## config.mk

```make
export PLATFORM = sky130hd
export DESIGN_NAME = fetch_seq_ctrl
export DESIGN_NICKNAME = d
export VERILOG_FILES = /design/src/rtl/fetch_pkg.sv /design/src/rtl/fetch_parity.sv /design/src/rtl/fetch_seq_ctrl.sv
export SDC_FILE = /design/constraint.sdc
export NUM_CORES = 1
export LEC_CHECK = 0
export ABC_AREA = 0
export CORE_MARGIN = 2
export CORE_UTILIZATION = 48
export DETAILED_ROUTE_END_ITERATION = 12
export MAX_ROUTING_LAYER = met4
export PLACE_DENSITY = 0.87
export SLEW_MARGIN = 20
export SYNTH_ARGS = -nofsm -noshare
export SYNTH_HDL_FRONTEND = slang
export SYNTH_SLANG_ARGS = --single-unit
export TNS_END_PERCENT = 20
```

## constraint.sdc

```tcl
create_clock -name clk -period 3.3 [get_ports clk]
set_input_delay 0.33 -clock clk [delete_from_list [all_inputs] [get_ports clk]]
set_output_delay 0.33 -clock clk [all_outputs]
set_load 0.02 [all_outputs]
```

## src/rtl/fetch_pkg.sv

```systemverilog
// fetch_pkg
// Shared definitions for the fetch sequencer slice.
//   - DATA_W_DEF / BANK_AW_DEF : default memory word width and per-bank
//     address width used by fetch_seq_ctrl and fetch_parity.
//   - fetch_state_e            : sequencer state encoding.
//   - ST_* constants           : plain 3-bit copies of the encoding so the
//     state register can stay a simple logic vector in legacy tools.
// Optional feature macro honoured by the slice: PARITY_STOP_EN (enables the
// HALT state in fetch_seq_ctrl).

package fetch_pkg;

    localparam int DATA_W_DEF  = 8;
    localparam int BANK_AW_DEF = 3;

    typedef enum logic [2:0] {
        S_IDLE    = 3'd0,
        S_READ    = 3'd1,
        S_CAPTURE = 3'd2,
        S_OUTPUT  = 3'd3,
        S_FINISH  = 3'd4,
        S_HALT    = 3'd5
    } fetch_state_e;

    localparam logic [2:0] ST_IDLE    = S_IDLE;
    localparam logic [2:0] ST_READ    = S_READ;
    localparam logic [2:0] ST_CAPTURE = S_CAPTURE;
    localparam logic [2:0] ST_OUTPUT  = S_OUTPUT;
    localparam logic [2:0] ST_FINISH  = S_FINISH;
    localparam logic [2:0] ST_HALT    = S_HALT;

endpackage

```

## src/rtl/fetch_parity.sv

```systemverilog
// fetch_parity
// Purely combinational even-parity checker for one memory word.
// Ports:
//   data : input  [DATA_W-1:0]  word under test
//   ok   : output               1 when the word holds an even number of ones

module fetch_parity
    import fetch_pkg::*;
#(
    parameter int DATA_W = DATA_W_DEF
) (
    input  logic [DATA_W-1:0] data,
    output logic              ok
);

    // The XOR reduction is 1 for an odd count of ones, so invert it.
    assign ok = ~(^data);

endmodule

```

## src/rtl/fetch_seq_ctrl.sv

```systemverilog
// fetch_seq_ctrl
// Sweeps both memory banks (MEM1 then MEM2), one word at a time, presenting
// each word on a valid/ready output together with its sweep index and an
// even-parity verdict. Parity failures are counted per sweep.
//
// Ports:
//   clk, reset       : clock, asynchronous active-high reset
//   start            : one-cycle pulse that starts a sweep (ignored while busy)
//   abort            : synchronous cancel, returns to IDLE from any active state
//   mem_rd_en        : read strobe, high only in READ
//   mem_bank         : bank select (0 = MEM1, 1 = MEM2)
//   mem_addr         : word address within the selected bank
//   mem_rdata        : read data, valid one cycle after mem_rd_en
//   out_valid        : fetched word available
//   out_ready        : consumer accepts the word
//   out_data         : fetched word
//   out_par_ok       : even-parity check of out_data passed
//   out_index        : sweep index {mem_bank, mem_addr}
//   busy             : high in every state except IDLE
//   done             : one-cycle pulse when a sweep completes normally
//   err_cnt          : saturating parity-failure count of current/last sweep
//
// Build option: define PARITY_STOP_EN to stop the sweep at the first parity
// failure (HALT state presents the failing word, then returns to IDLE
// without a done pulse). Without it failures are only counted.

module fetch_seq_ctrl
    import fetch_pkg::*;
#(
    parameter int DATA_W  = DATA_W_DEF,
    parameter int BANK_AW = BANK_AW_DEF
) (
    input  logic                 clk,
    input  logic                 reset,
    input  logic                 start,
    input  logic                 abort,
    output logic                 mem_rd_en,
    output logic                 mem_bank,
    output logic [BANK_AW-1:0]   mem_addr,
    input  logic [DATA_W-1:0]    mem_rdata,
    output logic                 out_valid,
    input  logic                 out_ready,
    output logic [DATA_W-1:0]    out_data,
    output logic                 out_par_ok,
    output logic [BANK_AW:0]     out_index,
    output logic                 busy,
    output logic                 done,
    output logic [BANK_AW+1:0]   err_cnt
);

    localparam int IDX_W = BANK_AW + 1;
    localparam int ERR_W = BANK_AW + 2;

    localparam logic [IDX_W-1:0] LAST_IDX = '1;
    localparam logic [ERR_W-1:0] ERR_MAX  = '1;

    logic [2:0]        state;
    logic [2:0]        state_nxt;
    logic [IDX_W-1:0]  index;
    logic [ERR_W-1:0]  err_q;
    logic [DATA_W-1:0] data_q;
    logic              par_q;
    logic              par_ok;
    logic              active;
    logic              at_last;

    // Parity is evaluated on the raw read data so the verdict can be
    // registered in the same CAPTURE cycle as the word itself.
    fetch_parity #(
        .DATA_W (DATA_W)
    ) u_parity (
        .data (mem_rdata),
        .ok   (par_ok)
    );

    assign active  = (state != ST_IDLE);
    assign at_last = (index == LAST_IDX);

    // Next-state logic. Abort overrides whatever the state would otherwise
    // do, including a transfer happening in the same cycle: the consumer
    // still gets the word, but the sweep ends there.
    always_comb begin
        state_nxt = state;
        case (state)
            ST_IDLE: begin
                if (start) begin
                    state_nxt = ST_READ;
                end
            end
            ST_READ: begin
                state_nxt = ST_CAPTURE;
            end
            ST_CAPTURE: begin
`ifdef PARITY_STOP_EN
                if (!par_ok) begin
                    state_nxt = ST_HALT;
                end else begin
                    state_nxt = ST_OUTPUT;
                end
`else
                state_nxt = ST_OUTPUT;
`endif
            end
            ST_OUTPUT: begin
                if (out_ready) begin
                    state_nxt = at_last ? ST_FINISH : ST_READ;
                end
            end
            ST_FINISH: begin
                state_nxt = ST_IDLE;
            end
`ifdef PARITY_STOP_EN
            ST_HALT: begin
                if (out_ready) begin
                    state_nxt = ST_IDLE;
                end
            end
`endif
            default: begin
                state_nxt = ST_IDLE;
            end
        endcase

        if (active && abort) begin
            state_nxt = ST_IDLE;
        end
    end

    // State, index, captured word and error counter. The index is only
    // advanced on a transfer that is not the last word and not aborted, so
    // it can never wrap into a second sweep. The error count survives an
    // abort and is only cleared by the next accepted start.
    always_ff @(posedge clk or posedge reset) begin
        if (reset) begin
            state  <= ST_IDLE;
            index  <= '0;
            err_q  <= '0;
            data_q <= '0;
            par_q  <= 1'b0;
        end else begin
            state <= state_nxt;

            if ((state == ST_IDLE) && start) begin
                index <= '0;
                err_q <= '0;
            end

            if (state == ST_CAPTURE) begin
                data_q <= mem_rdata;
                par_q  <= par_ok;
                if (!par_ok && (err_q != ERR_MAX)) begin
                    err_q <= err_q + ERR_W'(1);
                end
            end

            if ((state == ST_OUTPUT) && out_ready && !abort && !at_last) begin
                index <= index + IDX_W'(1);
            end
        end
    end

    // Memory side: the bank/address simply mirror the index register, which
    // stays constant from READ through the end of the transfer.
    assign mem_rd_en = (state == ST_READ);
    assign mem_bank  = index[IDX_W-1];
    assign mem_addr  = index[BANK_AW-1:0];

    // Consumer side. HALT never occurs unless PARITY_STOP_EN is defined.
    assign out_valid  = (state == ST_OUTPUT) || (state == ST_HALT);
    assign out_data   = data_q;
    assign out_par_ok = par_q;
    assign out_index  = index;
    assign busy       = active;
    assign done       = (state == ST_FINISH) && !abort;
    assign err_cnt    = err_q;

endmodule

```

==> results of run 1 <==
power by group:
| group | switching, mW | internal, mW |
|---|---|---|
| Combinational | 0.208 | 0.232 |
| Clock | 0.0734 | 0.0470 |
| Sequential | 0.0535 | 0.330 |
| Total | 0.335 | 0.609 |
registers in the layout, summed over array words and instances, names as in the netlist:
| signal | flops |
|---|---|
| err_cnt | 5 |
| out_par_ok | 1 |
| state | 3 |
| out_data | 8 |
| out_index | 4 |
Yosys cell counts (all sizes together) (2+ instances only):
cell,count,area (sq um)
buf,8,61.3
nand3,4,20.0
inv,3,11.3
mux2,9,101
a31o,2,17.5
mux2i,4,40.0
xnor2,7,61.3
a21o,2,15.0
o21ai,4,20.0
ha,3,37.5
nor2,7,26.3
and3,3,18.8
dfrtp,21,526
nand2,9,33.8
a21oi,3,15.0
nand3b,3,22.5
nor3b,3,27.5
worst reg2reg max path, stage by stage (launching register included):
cell and delay (ps):
dfrtp_1 440, ha_1 250, and3_1 190, ha_1 160
and2b_2 250, nand2b_1 180, a31o_1 260
path summary, 6_finish.rpt:
path | end | slack [ps] | depth (start not counted)
worst min register to register | out_data[1] | 520 | 1
worst min-delay path | out_index[3] | 460 | 2
worst max register to register | err_cnt[2] | 1480 | 6
worst max-delay path | done | 1210 | 2
min in group clk | out_data[1] | 520 | 1
max in group asynchronous | out_par_ok | 2350 | 2
logic make-up after synthesis:
kind of cell / count (synthesis) / synth area share (%)
mux: 13 / 12.5
compound gates: 14 / 7.98
simple gates: 35 / 17.0
flops: 21 / 46.6
buf+inv: 11 / 6.43
fa+ha+maj: 3 / 3.33
xor+xnor: 8 / 6.21
cell type report:
cell class / count / area [sq um] / share of cell area (%)
clock buffer: 4 / 26.3 / 1.73
sequential: 21 / 526 / 34.7
multi-input combinational: 73 / 531 / 35.0
timing repair buffer: 39 / 388 / 25.6
tap: 28 / 35.0 / 2.31
inverter: 3 / 11.3 / 0.743
stage by stage:
stage	util (%)	power (mW)
2_1_floorplan	-	0.631
3_3_place_gp	67.4	0.816
3_5_place_dp	67.4	0.836
4_1_cts	68.6	0.955
5_1_grt	68.6	1.00
6_report	68.6	0.944
cells in the final DEF, fill, tap and decap left out:
master | Yosys | routed
clkdlybuf4s50_1 | 0 | 38
dfrtp_1 | 21 | 21
mux2_2 | 9 | 9
nand2_1 | 9 | 9
nor2_1 | 7 | 7
xnor2_1 | 7 | 7
nand3_1 | 4 | 4
mux2i_1 | 4 | 4
o21ai_0 | 4 | 4
and3_1 | 3 | 3
nand3b_1 | 3 | 3
a21oi_1 | 3 | 3
inv_1 | 3 | 3
ha_1 | 3 | 3
clkbuf_4 | 0 | 3
nor3b_1 | 2 | 2
a31o_1 | 2 | 2
a21o_1 | 2 | 2
nor4_1 | 1 | 1
nor3b_2 | 1 | 1
or3_1 | 1 | 1
and2b_2 | 1 | 1
nand2b_1 | 1 | 1
xor2_1 | 1 | 1
and2_1 | 1 | 1
nor4b_1 | 1 | 1
o21a_1 | 1 | 1
o31ai_1 | 1 | 1
a22oi_1 | 1 | 1
clkbuf_1 | 0 | 1
buf_4 | 6 | 1
routing by layer:
metal	vias to the layer above	routed length, um	global-route usage [%]
li1	433	-	-
met1	443	940	20.9
met2	22	1210	35.0
met3	2	106	2.57
met4	0	7	5.13
met5	-	0	-
==> metrics.md, run 1 <==
| Metric | Value |
|---|---|
| Outcome | finished, final reports clean |
| R2R Path Start | err_cnt[0] |
| Measured slew at the worst slew-check pin | 781 ps |
| Initial antenna violation count | 0 |
| F_max | 479 MHz |
| Count of final hold-check violations | 0 |
| Post-cts sizing count | 0 |
| Vias per inst | 5.36 |
| Syn Area/Cell | 10.7 sq um |
| Worst skew pair latency | around 300 ps |
| Chip Height | about 52 um |
| Die W | between 50 and 60 um |
| CP max FO | 8 |
| Placed cell count | ~160 |
| PD cells | 622 mW/mm^2 |
| Clock Pin Slew Worst Setup and Hold Paths | 120 ps |
| Sequential fraction of the synthesis area | a little under half |
| Clock tree buffer depth | 2 |
| Final WL | approximately 2.3 mm |
| Synthesized net count | 121 |
| Final Cell Area | 0.00152 sq mm |
| RSZ-0062 raised after global routing | false |
| # hold bufs at CTS | 0 |
| Setup TNS | 0 ps |
| Post-Place Setup Slack | roughly 1200 ps |
| Layout Nets | 157 |
| CP Buf/Inv Count | 1 |
| Worst path slowest cell | clkdlybuf4s50_1 |
| Ys flop type | dfrtp_1 |
| Cell variety after synth | 30 |
| Antenna violation net count after detailed routing | 0 |
| Final worst slack | around 1200 ps |
| # DRC | 0 |
| # port buffers | 38 |
| Post-synthesis cell count | 105 |
| Ys Warns | 0 |
| Total gr overflow | 0 |
| CP top delay family | buffers and inverters |
| Area grow syn2layout | 34.4% |
| VDD IR max | between 300 and 400 uV |
| Post-CTS setup buffer count | 0 |
| Via count | 900 |
| All-Layer GR Usage | between 10% and 20% |
| FF+latch count, synth | 21 |
| Slew HR | between 40% and 50% |
| Async SR Flop Fraction | between 90% and 100% |
| Maxcap violations | 0 |
| Hold Path Class | primary input to async pin |
| Synth Cell Area | 0.00113 sq mm |
| Vias in the first global route | 911 |
| Final slew viol count | 0 |
| Layout cell share with drive strength beyond 1 | between 10% and 20% |
| Fin crit share | 63.2% |
| Setup violators final | 0 |
| Total CTS buffers | 3 |
| First-pass GRT wire length | 3.79 mm |
| CTS tree | done |
| Drt first pass iters | 2 |
| Clock net sink count | 21 |
| Largest net degree at the start of global routing | 22 |
| Min cycle time layout | between 2000 and 2500 ps |
| Fillers | 182 |
| Non-filler instance count after layout | between 150 and 200 |
| Starting density of the core | roughly half |
| CTS H-Tree Depth | 1 |
| Core ar. | ~0.0022 sq mm |
| DR WL/cell | 13.5 um |
| Hold WS | 459 ps |
| Worst Setup End Kind | output port |
| Critical path class | flop to output port |
| Crit path DAT | about 1800 ps |
| Area after DPL | 0.00149 sq mm |
| Root Driver | clkbuf_4 |
| FP Rows | 17 |
| DP HPWL | ~1.8 mm |
| Die area | between 0.002 and 0.003 sq mm |
| Top Ports | 39 |
| Pleak | ~0.67 nW |
| Post-synth EDFFs | 0 |
| Diode count | 0 |
| Worst path max stage delay | ~660 ps |
| Cell-by-cell trace of the critical path | nor4b_1 > clkdlybuf4s50_1 |
| Critical Path Source | state[1] |
| Critical path required time | between 2000 and 3000 ps |
| RD Place Congestion | between 0.7 and 0.8 |
| Clock Skews | 8.49 ps |
| Initial DRC count | 4 |
| CP Launch Type | flop |
Note: power is estimated with default switching activity, not from simulation.
==> run 2: changes to the inputs <==
--- a/config.mk
+++ b/config.mk
@@ -7,10 +7,10 @@
 export LEC_CHECK = 0
 export ABC_AREA = 0
 export CORE_MARGIN = 2
-export CORE_UTILIZATION = 48
+export CORE_UTILIZATION = 44
 export DETAILED_ROUTE_END_ITERATION = 12
 export MAX_ROUTING_LAYER = met4
-export PLACE_DENSITY = 0.87
+export PLACE_DENSITY = 0.81
 export SLEW_MARGIN = 20
 export SYNTH_ARGS = -nofsm -noshare
 export SYNTH_HDL_FRONTEND = slang
==> constraint.sdc (replaced) <==
create_clock -name clk -period 2.05 [get_ports clk]
set_input_delay 0.205 -clock clk [delete_from_list [all_inputs] [get_ports clk]]
set_output_delay 0.205 -clock clk [all_outputs]
set_load 0.02 [all_outputs]
==> run 2 against run 1 <==
Register-to-register slack worse by 1300 ps. Sequential share of layout area is 0.28 points lower. Clock power is 68% higher. Setup slack worse by 1100 ps. Die area is 8.4% higher. Sequential cell count stayed put. Design area is 0.83% higher. Clock skew is 7.1 ps lower. Non-clock buffer count is 1 higher. Sequential power is 62% higher. Utilization is 6.3 points lower. Combinational power is 61% higher.
==> metrics.md, run 2 (synthesis results as in run 1) <==
| Metric | Value |
|---|---|
| Vias per inst | roughly 5.2 |
| # DRC | 0 |
| All-Layer GR Usage | approximately 18% |
| Drt first pass iters | 4 |
| Critical path required time | 1850 ps |
| Maxcap violations | 0 |
| Clock Skews | 1.41 ps |
| Fin crit share | a little over nine tenths |
| Post-CTS setup buffer count | 0 |
| Clock Pin Slew Worst Setup and Hold Paths | 120 ps |
| Core ar. | ~0.0025 sq mm |
| Total CTS buffers | 3 |
| Measured slew at the worst slew-check pin | around 370 ps |
| Final slew viol count | 0 |
| Diode count | 0 |
| Via count | roughly 890 |
| Setup TNS | 0 ps |
| Critical path class | flop to output port |
| Layout Nets | around 160 |
| DP HPWL | between 1.5 and 2 mm |
| Max reg flops | 8 |
| Worst skew pair latency | ~300 ps |
| F_max | slightly above 500 MHz |
| PD cells | between 900 and 1000 mW/mm^2 |
| Initial DRC count | 11 |
| Hold WS | 214 ps |
| Antenna violation net count after detailed routing | 0 |
| Final WL | ~2.2 mm |
| Clock tree buffer depth | 2 |
| Total gr overflow | 0 |
| CTS tree | done |
| Chip Height | ~55 um |
| Most frequent cells in the layout | clkdlybuf4s50_1, dfrtp_1, mux2_2, nand2_1 |
| FP Rows | 18 |
| Largest net degree at the start of global routing | 22 |
| Initial antenna violation count | 0 |
| Commonest non-fill, non-tap cell in the layout | clkdlybuf4s50_1 |
| Setup violators final | 0 |
| Min cycle time layout | roughly 1900 ps |
| Root Driver | clkbuf_4 |
| Footprint of the multi-input gates | about 530 sq um |
| Vias in the first global route | 854 |
| VDD IR max | 647 uV |
| RD Place Congestion | 0.690 |
| Starting density of the core | 46.0% |
| Top Ports | 39 |
| # port buffers | 38 |
| Hold Path Class | primary input to async pin |
| RSZ-0062 raised after global routing | false |
| FF+latch area | 526 sq um |
| First-pass GRT wire length | about 3.7 mm |
| Pleak | around 0.69 nW |
| Area grow syn2layout | 35.5% |
| DR WL/cell | between 10 and 15 um |
| Die area | 0.00299 sq mm |
| Fillers | 198 |
| Slew HR | between 70 and 80% |
| CP Launch Type | flop |
| Clock net sink count | 21 |
| Outcome | finished, final reports clean |
| Worst Setup End Kind | output port |
| R2R Path Start | err_cnt[0] |
| CTS H-Tree Depth | 1 |
| Crit path DAT | between 1500 and 2000 ps |
| Count of final hold-check violations | 0 |
| Die W | 54.6 um |
| Layout cell share with drive strength beyond 1 | 11.3% |
| Critical Path Source | state[2] |
| CP max FO | 9 |
==> run 2: final timing paths <==
kind,to,slack (ps),cells after the start
worst max register to register,err_cnt[3],230,6
max in group asynchronous,out_par_ok,1620,3
worst min-delay path,out_data[4],210,3
worst max-delay path,out_valid,110,3
worst min register to register,out_data[6],520,1
min in group clk,out_data[6],520,1
==> run 2: per-stage QoR <==
stage / worst slack (ps) / cell area [sq um] / instances / power, mW / utilization [%]
2_1_floorplan: 274 / 1130 / 105 / 1.02 / -
4_1_cts: 56.2 / 1530 / 171 / 1.55 / 62.2
3_3_place_gp: 260 / 1500 / 167 / 1.32 / 61.1
5_1_grt: 37.7 / 1530 / 171 / 1.62 / 62.3
3_5_place_dp: 153 / 1500 / 167 / 1.35 / 61.1
6_report: 113 / 1530 / 171 / 1.53 / 62.3
==> run 2: where the power goes <==
| part | internal [mW] | leakage (nW) | switching (mW) |
|---|---|---|---|
| Combinational | 0.374 | 0.406 | 0.331 |
| Clock | 0.0759 | 0.0150 | 0.125 |
| Sequential | 0.532 | 0.269 | 0.0888 |
| Total | 0.982 | 0.690 | 0.545 |
==> run 2: cell type report <==
type,instances,area share [%]
Sequential cell,21,34.4
Clock buffer,4,1.72
Timing Repair Buffer,40,26.0
Inverter,3,0.736
Multi-Input combinational cell,73,34.7
Tap cell,30,2.45
==> run 2: metal layers <==
layer / part of all wire (%) / global-route usage [%] / routed length (um) / vias up
li1: - / - / - / 433
met2: 52 / 28.2 / 1160 / 26
met4: 1.5 / 8.75 / 34 / 0
met3: 3.5 / 3.28 / 78 / 4
met1: 43 / 22.3 / 955 / 426
met5: 0 / - / 0 / -
==> run 2: what timing repair did <==
item,in CTS,in global routing
gates resized for setup,0,1
hold buffers,0,0
setup endpoints to repair,0,1
==> run 2: critical path, stage by stage (launching register included) <==
cell	delay, ps
dfrtp_1	520
xor2_1	170
and2_1	140
clkdlybuf4s50_1	600
==> run 3: changes to the inputs <==
--- a/config.mk
+++ b/config.mk
@@ -8,6 +8,7 @@
 export ABC_AREA = 0
 export CORE_MARGIN = 2
 export CORE_UTILIZATION = 44
+export CTS_CLUSTER_DIAMETER = 150
 export DETAILED_ROUTE_END_ITERATION = 12
 export MAX_ROUTING_LAYER = met4
 export PLACE_DENSITY = 0.81
==> results of run 3 <==
Final layout, timing and power as in run 2 (identical DEF).
